--- config.mk ---
export PLATFORM = sky130hd
export DESIGN_NAME = mips_prog_loader_flat
export DESIGN_NICKNAME = d
export VERILOG_FILES = /design/src/rtl/mips_loader_pkg.sv /design/src/rtl/mips_prog_loader_if.sv /design/src/rtl/loader_word_pack.sv /design/src/rtl/mips_prog_loader.sv /design/src/flat_wrapper.sv
export SDC_FILE = /design/constraint.sdc
export NUM_CORES = 1
export LEC_CHECK = 0
export ABC_AREA = 1
export CAP_MARGIN = 20
export CORE_UTILIZATION = 50
export CTS_BUF_LIST = sky130_fd_sc_hd__clkbuf_8
export CTS_CLUSTER_SIZE = 8
export DETAILED_ROUTE_END_ITERATION = 10
export GPL_TIMING_DRIVEN = 0
export HOLD_SLACK_MARGIN = 0.1
export PLACE_DENSITY = 0.81
export SLEW_MARGIN = 20
export SYNTH_ARGS = -nofsm -noshare
export SYNTH_HDL_FRONTEND = slang
export SYNTH_SLANG_ARGS = --single-unit
--- constraint.sdc ---
create_clock -name clk1 -period 4.95 [get_ports clk1]
set_clock_uncertainty 0.15 [all_clocks]
set_input_delay 0.99 -clock clk1 [delete_from_list [all_inputs] [get_ports clk1]]
set_output_delay 0.99 -clock clk1 [all_outputs]
set_load 0.005 [all_outputs]
--- src/rtl/mips_loader_pkg.sv ---
// mips_loader_pkg
// Shared types and constants for the MIPS program loader.
//   state_t         loader FSM state encoding
//   SYNC_BYTE       frame start marker
//   OFS_* / HDR_LEN byte offsets of the header fields within a frame
// Optional checksum support is selected with the MIPS_LOADER_CSUM_EN macro
// (see mips_prog_loader); the CSUM state is always encoded so the type is
// identical in both builds.
package mips_loader_pkg;

  typedef enum logic [3:0] {
    ST_IDLE    = 4'd0,
    ST_ADDR_HI = 4'd1,
    ST_ADDR_LO = 4'd2,
    ST_CNT_HI  = 4'd3,
    ST_CNT_LO  = 4'd4,
    ST_DATA    = 4'd5,
    ST_CSUM    = 4'd6,
    ST_DONE    = 4'd7,
    ST_ERR     = 4'd8
  } state_t;

  localparam logic [7:0] SYNC_BYTE = 8'hA5;

  // Header layout: SYNC, ADDR_HI, ADDR_LO, CNT_HI, CNT_LO
  localparam int OFS_SYNC    = 0;
  localparam int OFS_ADDR_HI = 1;
  localparam int OFS_ADDR_LO = 2;
  localparam int OFS_CNT_HI  = 3;
  localparam int OFS_CNT_LO  = 4;
  localparam int HDR_LEN     = 5;

endpackage

--- src/rtl/mips_prog_loader_if.sv ---
// mips_prog_loader_if
// Byte stream input and memory write port of the program loader.
//   in_valid/in_ready/in_data   byte stream handshake (source -> loader)
//   mem_we/mem_addr/mem_wdata   single-cycle word write (loader -> memory)
// Modports:
//   slave  : the loader (consumes bytes, drives memory writes)
//   master : the stream source / memory model side
interface mips_prog_loader_if #(
  parameter int ADDR_W = 10,
  parameter int DATA_W = 32
);
  logic              in_valid;
  logic              in_ready;
  logic [7:0]        in_data;
  logic              mem_we;
  logic [ADDR_W-1:0] mem_addr;
  logic [DATA_W-1:0] mem_wdata;

  modport slave (
    input  in_valid, in_data,
    output in_ready, mem_we, mem_addr, mem_wdata
  );

  modport master (
    output in_valid, in_data,
    input  in_ready, mem_we, mem_addr, mem_wdata
  );
endinterface

--- src/rtl/loader_word_pack.sv ---
// loader_word_pack
// Packs accepted bytes MSB-first into 32-bit words.
//   clk1        system clock
//   rst         synchronous active-high reset
//   clear       frame start; discards any partial word
//   byte_valid  a data byte is accepted this cycle
//   byte_data   the accepted byte
//   byte_idx    position (0..3) the next accepted byte will take in the word
//   word_valid  one-cycle pulse, registered on the edge that took byte 3
//   word_data   completed word, held until the next completed word
module loader_word_pack (
  input  logic        clk1,
  input  logic        rst,
  input  logic        clear,
  input  logic        byte_valid,
  input  logic [7:0]  byte_data,
  output logic [1:0]  byte_idx,
  output logic        word_valid,
  output logic [31:0] word_data
);

  logic [1:0]  idx_r;
  logic [23:0] shift_r;
  logic        word_valid_r;
  logic [31:0] word_r;

  // Byte counter, shift register and completed-word register
  always_ff @(posedge clk1) begin
    if (rst) begin
      idx_r        <= 2'd0;
      shift_r      <= 24'd0;
      word_valid_r <= 1'b0;
      word_r       <= 32'd0;
    end else if (clear) begin
      idx_r        <= 2'd0;
      shift_r      <= 24'd0;
      word_valid_r <= 1'b0;
    end else begin
      word_valid_r <= 1'b0;
      if (byte_valid) begin
        shift_r <= {shift_r[15:0], byte_data};
        idx_r   <= idx_r + 2'd1;
        // Earlier bytes sit in the upper lanes: first byte lands in [31:24]
        if (idx_r == 2'd3) begin
          word_valid_r <= 1'b1;
          word_r       <= {shift_r, byte_data};
        end
      end
    end
  end

  assign byte_idx   = idx_r;
  assign word_valid = word_valid_r;
  assign word_data  = word_r;

endmodule

--- src/rtl/mips_prog_loader.sv ---
// mips_prog_loader
// Loads a framed byte stream into the unified MIPS word memory and holds the
// CPU halted until a frame completes cleanly.
// Frame: A5, ADDR_HI, ADDR_LO, CNT_HI, CNT_LO, CNT*4 data bytes [, CSUM]
// Build option: define MIPS_LOADER_CSUM_EN to add the trailing XOR checksum
// byte (XOR of every byte after sync); a mismatch ends in the error state.
// Ports:
//   clk1          system clock (rising edge)
//   rst           synchronous active-high reset
//   bus           slave side of mips_prog_loader_if (byte stream + mem write)
//   cpu_hold      pipeline halt, low only after a clean frame
//   done          last frame loaded cleanly
//   error         frame error, sticky until rst (stream stalls)
//   words_loaded  words written by the current frame
module mips_prog_loader
  import mips_loader_pkg::*;
#(
  parameter int ADDR_W = 10,
  parameter int DATA_W = 32
) (
  input  logic              clk1,
  input  logic              rst,
  mips_prog_loader_if.slave bus,
  output logic              cpu_hold,
  output logic              done,
  output logic              error,
  output logic [15:0]       words_loaded
);

`ifdef MIPS_LOADER_CSUM_EN
  localparam state_t ST_END = ST_CSUM;
`else
  localparam state_t ST_END = ST_DONE;
`endif

  state_t            state_r, state_nxt;
  logic              accept_s;
  logic [15:0]       addr16_s;
  logic [15:0]       cnt16_s;
  logic              addr_bad_s;
  logic              frame_start_s;
  logic              pack_byte_s;
  logic [1:0]        pack_idx_s;
  logic              pack_valid_s;
  logic [31:0]       pack_word_s;

  logic [7:0]        addr_hi_r;
  logic [7:0]        cnt_hi_r;
  logic [ADDR_W-1:0] addr_r;
  logic [15:0]       cnt_r;
  logic [15:0]       words_r;
  logic              mem_we_r;
  logic [ADDR_W-1:0] mem_addr_r;
  logic [DATA_W-1:0] mem_wdata_r;
  logic              done_s, hold_s, err_s;
  logic              done_r, hold_r, err_r;
`ifdef MIPS_LOADER_CSUM_EN
  logic [7:0]        csum_r;
`endif

  // ERR is the only state that refuses bytes
  assign bus.in_ready = (state_r != ST_ERR);
  assign accept_s     = bus.in_valid && (state_r != ST_ERR);

  assign addr16_s   = {addr_hi_r, bus.in_data};
  assign cnt16_s    = {cnt_hi_r, bus.in_data};
  assign addr_bad_s = ((addr16_s >> ADDR_W) != 16'd0);

  assign frame_start_s = accept_s && ((state_r == ST_IDLE) || (state_r == ST_DONE))
                         && (bus.in_data == SYNC_BYTE);
  assign pack_byte_s   = accept_s && (state_r == ST_DATA);

  loader_word_pack u_pack (
    .clk1       (clk1),
    .rst        (rst),
    .clear      (frame_start_s),
    .byte_valid (pack_byte_s),
    .byte_data  (bus.in_data),
    .byte_idx   (pack_idx_s),
    .word_valid (pack_valid_s),
    .word_data  (pack_word_s)
  );

  // FSM state register
  always_ff @(posedge clk1) begin
    if (rst) begin
      state_r <= ST_IDLE;
    end else begin
      state_r <= state_nxt;
    end
  end

  // FSM next-state logic
  always_comb begin
    state_nxt = state_r;
    if (accept_s) begin
      case (state_r)
        ST_IDLE, ST_DONE: begin
          if (bus.in_data == SYNC_BYTE) begin
            state_nxt = ST_ADDR_HI;
          end else begin
            state_nxt = state_r;
          end
        end
        ST_ADDR_HI: state_nxt = ST_ADDR_LO;
        ST_ADDR_LO: begin
          if (addr_bad_s) begin
            state_nxt = ST_ERR;
          end else begin
            state_nxt = ST_CNT_HI;
          end
        end
        ST_CNT_HI: state_nxt = ST_CNT_LO;
        ST_CNT_LO: begin
          if (cnt16_s == 16'd0) begin
            state_nxt = ST_END;
          end else begin
            state_nxt = ST_DATA;
          end
        end
        ST_DATA: begin
          // cnt_r counts words still to come, so 1 means this is the last one
          if ((pack_idx_s == 2'd3) && (cnt_r == 16'd1)) begin
            state_nxt = ST_END;
          end else begin
            state_nxt = ST_DATA;
          end
        end
        ST_CSUM: begin
`ifdef MIPS_LOADER_CSUM_EN
          if (bus.in_data == csum_r) begin
            state_nxt = ST_DONE;
          end else begin
            state_nxt = ST_ERR;
          end
`else
          state_nxt = ST_ERR;
`endif
        end
        ST_ERR:  state_nxt = ST_ERR;
        default: state_nxt = ST_IDLE;
      endcase
    end else begin
      state_nxt = state_r;
    end
  end

  // FSM output decode from the upcoming state, registered below
  always_comb begin
    done_s = 1'b0;
    hold_s = 1'b1;
    err_s  = 1'b0;
    case (state_nxt)
      ST_DONE: begin
        done_s = 1'b1;
        hold_s = 1'b0;
      end
      ST_ERR: begin
        err_s = 1'b1;
      end
      default: begin
        done_s = 1'b0;
        hold_s = 1'b1;
        err_s  = 1'b0;
      end
    endcase
  end

  // Registered status outputs
  always_ff @(posedge clk1) begin
    if (rst) begin
      done_r <= 1'b0;
      hold_r <= 1'b1;
      err_r  <= 1'b0;
    end else begin
      done_r <= done_s;
      hold_r <= hold_s;
      err_r  <= err_s;
    end
  end

  // Header capture, address/word counters and the memory write port
  always_ff @(posedge clk1) begin
    if (rst) begin
      addr_hi_r   <= 8'd0;
      cnt_hi_r    <= 8'd0;
      addr_r      <= '0;
      cnt_r       <= 16'd0;
      words_r     <= 16'd0;
      mem_we_r    <= 1'b0;
      mem_addr_r  <= '0;
      mem_wdata_r <= '0;
    end else begin
      // The write lands one cycle after the packer registers the word
      mem_we_r <= pack_valid_s;
      if (pack_valid_s) begin
        mem_wdata_r <= pack_word_s;
        mem_addr_r  <= addr_r;
        addr_r      <= addr_r + ADDR_W'(1);
        words_r     <= words_r + 16'd1;
      end
      if (accept_s) begin
        case (state_r)
          ST_IDLE, ST_DONE: begin
            if (bus.in_data == SYNC_BYTE) begin
              words_r <= 16'd0;
            end
          end
          ST_ADDR_HI: addr_hi_r <= bus.in_data;
          ST_ADDR_LO: addr_r    <= addr16_s[ADDR_W-1:0];
          ST_CNT_HI:  cnt_hi_r  <= bus.in_data;
          ST_CNT_LO:  cnt_r     <= cnt16_s;
          ST_DATA: begin
            if (pack_idx_s == 2'd3) begin
              cnt_r <= cnt_r - 16'd1;
            end
          end
          default: begin
            cnt_r <= cnt_r;
          end
        endcase
      end
    end
  end

`ifdef MIPS_LOADER_CSUM_EN
  // Running XOR of every byte after sync
  always_ff @(posedge clk1) begin
    if (rst) begin
      csum_r <= 8'd0;
    end else if (frame_start_s) begin
      csum_r <= 8'd0;
    end else if (accept_s && (state_r >= ST_ADDR_HI) && (state_r <= ST_DATA)) begin
      csum_r <= csum_r ^ bus.in_data;
    end
  end
`endif

  assign bus.mem_we    = mem_we_r;
  assign bus.mem_addr  = mem_addr_r;
  assign bus.mem_wdata = mem_wdata_r;
  assign cpu_hold      = hold_r;
  assign done          = done_r;
  assign error         = err_r;
  assign words_loaded  = words_r;

endmodule

--- src/flat_wrapper.sv ---
// flat-port wrapper written by rule: the top's interface ports become plain ports
module mips_prog_loader_flat import mips_loader_pkg::*;
#(
  parameter int ADDR_W = 10,
  parameter int DATA_W = 32
)
  (clk1, rst, cpu_hold, done, error, words_loaded, bus_in_valid, bus_in_data, bus_in_ready, bus_mem_we, bus_mem_addr, bus_mem_wdata);
  mips_prog_loader_if #(.ADDR_W(ADDR_W), .DATA_W(DATA_W)) bus_i ();
  input  logic clk1;
  input  logic rst;
  output logic cpu_hold;
  output logic done;
  output logic error;
  output logic [15:0] words_loaded;
  input wire logic [$bits(bus_i.in_valid)-1:0] bus_in_valid;
  input wire logic [$bits(bus_i.in_data)-1:0] bus_in_data;
  output wire logic [$bits(bus_i.in_ready)-1:0] bus_in_ready;
  output wire logic [$bits(bus_i.mem_we)-1:0] bus_mem_we;
  output wire logic [$bits(bus_i.mem_addr)-1:0] bus_mem_addr;
  output wire logic [$bits(bus_i.mem_wdata)-1:0] bus_mem_wdata;
  assign bus_i.in_valid = bus_in_valid;
  assign bus_i.in_data = bus_in_data;
  assign bus_in_ready = bus_i.in_ready;
  assign bus_mem_we = bus_i.mem_we;
  assign bus_mem_addr = bus_i.mem_addr;
  assign bus_mem_wdata = bus_i.mem_wdata;
  mips_prog_loader #(.ADDR_W(ADDR_W), .DATA_W(DATA_W)) u_core (.clk1(clk1), .rst(rst), .bus(bus_i), .cpu_hold(cpu_hold), .done(done), .error(error), .words_loaded(words_loaded));
endmodule
==> metrics.md <==
| Metric | Value |
|---|---|
| Full die area | 0.0145 mm^2 |
| Tightest Pin Transition | 651 ps |
| Synthesized area divided by synthesized cell count | 7.41 um^2 |
| Setup Crit Path Kind | reg2out |
| Pre-CTS setup slack | 1960 ps |
| Total wire length | 17,700 um |
| Leftover overflow at the end of global routing | 0 |
| Crit path launch type | register |
| Number of levels in the clock H-tree | 4 |
| Period utilisation layout | 55.2% |
| Most used cells in the layout excluding fill and tap cells | sky130_fd_sc_hd__nor2_1, sky130_fd_sc_hd__dfxtp_1, sky130_fd_sc_hd__nand2_1 |
| Synth Net Count | 962 |
| Multiplexer share of the synthesized area | 0% |
| Total number of clock tree sinks | 167 |
| Total half-perimeter wirelength after legalization and detailed placement | 12,900 um |
| Worst r2r src | u_core.state_r[1] |
| TritonCTS buffer count | 17 |
| Worst ir drop on vdd | 176 uV |
| Layout cells sized above 1 | 8.87% |
| Achievable frequency | 366 MHz |
| Post-route DRC | 0 |
| Primary flip-flop cell chosen by synthesis mapping | sky130_fd_sc_hd__dfxtp_1 |
| Max-slew violation total from the final report | 0 |
| Initial standard-cell utilization of the core | 52.1% |
| Power density over the cells | 286 mW/mm^2 |
| Worst-path fanout max | 9 |
| Synthesized-area fraction occupied by xor and xnor cells | 2.00% |
| Result of the run | finished clean |
| Clock Pin Slew Worst Setup and Hold Paths | 90 ps |
| I/O pin total | 74 |
| Quantity of hold-fixing buffers added after cts | 0 |
| Register-to-register setup slack | 2990 ps |
| Arrival time reported for the critical path endpoint | 1590 ps |
| Combinational family with the most area after synthesis | simple AND/OR/NAND/NOR gates |
| Number of vias per cell | 5.34 |
| Distinct cells, synth | 38 |
| Number of I/O port buffers | 71 |
| Via count | 6,540 |
| Die width | 120 um |
| Startpoint of the worst setup timing path | u_core.state_r[0] |
| Count of cells along the worst register-to-register path | 8 |
| Total of flip-flops plus latches after synthesis | 167 |
| Simple-Gate Fraction of Synth Area | 26.2% |
| Final setup margin | 2220 ps |
| Start point of the worst min-delay path | u_core.u_pack.shift_r[22] |
| Capturing point of the worst reg2reg path | u_core.addr_r[5] |
| Clock Root Buffer | sky130_fd_sc_hd__clkbuf_8 |
| Count of flip-flops with a built-in enable after synthesis | 0 |
| Adder-cell area share of the yosys netlist | 0.892% |
| Global-route wire length before repair | 29,000 um |
| Max-capacitance violation count | 0 |
| Post-detailed-route count of antenna-violating nets | 0 |
| Compound-gate portion of the synthesized area | 16.1% |
| Most common library cell in the layout ignoring fill and taps | sky130_fd_sc_hd__nor2_1 |
| Post-CTS setup buffers | 0 |
| Worst slew margin relative to its limit | 56.6% |
| Nets | 1,052 |
| GP Congestion | 0.930 |
| Total negative setup slack | 0 ps |
| Number of antenna violations at the first check in global routing | 0 |
| Fraction of synthesis flops using an asynchronous set or reset pin | 0% |
| Overall power | 2380 uW |
| Pre-antenna DRT Iters | 6 |
| Via count of the first global-routing pass | 5,939 |
| Die span in y | 120 um |
| CTS tree | done |
| Final-layout worst hold slack | 313 ps |
| Leak pwr | 0.00336 uW |
| Utilization of the core after routing | 61.9% |
| Max Buffers Root-to-Sink | 2 |
| Area of the mapped netlist | 0.00701 mm^2 |
| Clock period minus worst slack | 2730 ps |
| Post-synthesis sequential area ratio | 47.7% |
| Routed WL per cell | 14.5 um |
| Total count of hold-check failures in the final report | 0 |
| Synth-to-layout area growth | 18.7% |
| Depth of the worst hold-timing path | 2 |
| Critical path capture point type | output pin |
| Area of the core | 0.0135 mm^2 |
| Count of routing violations after the opening detailed-route iteration | 532 |
| Total Routing Usage GR | 25.3% |
| Synthesis Warnings | 0 |
| WP data required | 3810 ps |
| Classification of the worst-slack hold path | reg2reg |
| Diodes inserted | 0 |
| Number of rows created at floorplan | 42 |
| Post-cts repair resize count | 0 |
| Instance count of the mapped netlist | 946 |
| Maximum number of pins on one net before global-route repair | 17 |
| Clock latency on the worst-skew pair | 470 ps |
| Hold endpoint | u_core.u_pack.word_data[30] |
| Setup repair after global routing missed its margin | no |
| Final Setup Violations | 0 |
layout make-up:
| type | instances | area [um^2] |
|---|---|---|
| clock inverter | 13 | 120 |
| tap | 176 | 220 |
| inverter | 58 | 218 |
| timing repair buffer | 71 | 711 |
| multi-input combinational | 668 | 3170 |
| fill | 1255 | 5130 |
| clock buffer | 19 | 262 |
| buffer | 53 | 279 |
| sequential | 167 | 3340 |
worst max-delay path by stage:
stage | to | slack (ps)
floorplan | u_core.bus.mem_addr[0] | 2760
global placement | u_core.u_pack.shift_r[10] | 1950
detailed placement | u_core.state_r[1] | 1960
CTS | bus_in_ready | 2210
global route | bus_in_ready | 2160
finish | bus_in_ready | 2220
synth_stat cells, drive strengths merged (10+ instances only):
master  count  area share, %
inv        58            3.1
o21ai     112            8.0
nand3      73            5.5
nor3       10           0.71
dfxtp     167             48
nand2     138            7.8
nor2      205             11
buf        28            2.6
clkbuf     25            1.3
a21oi      86            6.7
xor2       10            1.2
sequential cells by signal, indices dropped and copies added (netlist names):
name	cells
u_core.bus.mem_addr	10
u_core.words_loaded	16
u_core.u_pack.word_valid	1
u_core.u_pack.word_data	32
u_core.bus.mem_wdata	32
u_core.cpu_hold	1
u_core.state_r	4
u_core.u_pack.byte_idx	2
u_core.u_pack.shift_r	24
u_core.addr_r	10
u_core.addr_hi_r	8
u_core.cnt_hi_r	8
u_core.done	1
u_core.cnt_r	16
u_core.bus.mem_we	1
u_core.error	1
layer usage:
layer | up-vias | track usage (%) | part of all wire, %
met5 | - | 0 | 0
met4 | 0 | 9.72 | 2.2
met3 | 36 | 4.91 | 7.1
met2 | 235 | 38.5 | 44
met1 | 2993 | 35.2 | 46
li1 | 3276 | - | -
critical path: stages, from the launching register on:
cell and delay, ps:
sky130_fd_sc_hd__dfxtp_1 310, sky130_fd_sc_hd__buf_6 130, sky130_fd_sc_hd__nor2_2 110, sky130_fd_sc_hd__nand3_2 100, sky130_fd_sc_hd__clkdlybuf4s50_1 460
power by group:
group / switching [uW] / internal (uW) / total [uW]
registers: 1.26 / 1340 / 1340
clock network: 522 / 431 / 953
logic: 60.3 / 25.4 / 85.7
total: 584 / 1800 / 2380
metrics by stage:
step / cells / cell area, um^2
after floorplan: 946 / 7010
final: 1225 / 8320
after CTS: 1225 / 8320
after global routing: 1225 / 8320
after global placement: 1193 / 7940
after detailed placement: 1193 / 7940
kinds of logic (layout without fill, tap and decap cells):
family	after synthesis	count (layout)
DFF	167	167
xor gates and xnor gates	16	16
AOI/OAI and AO/OA	210	210
buffers and inverters	111	214
and+or+nand+nor	437	437
adders and majority gates	5	5
Note: power is estimated with default switching activity, not from simulation.
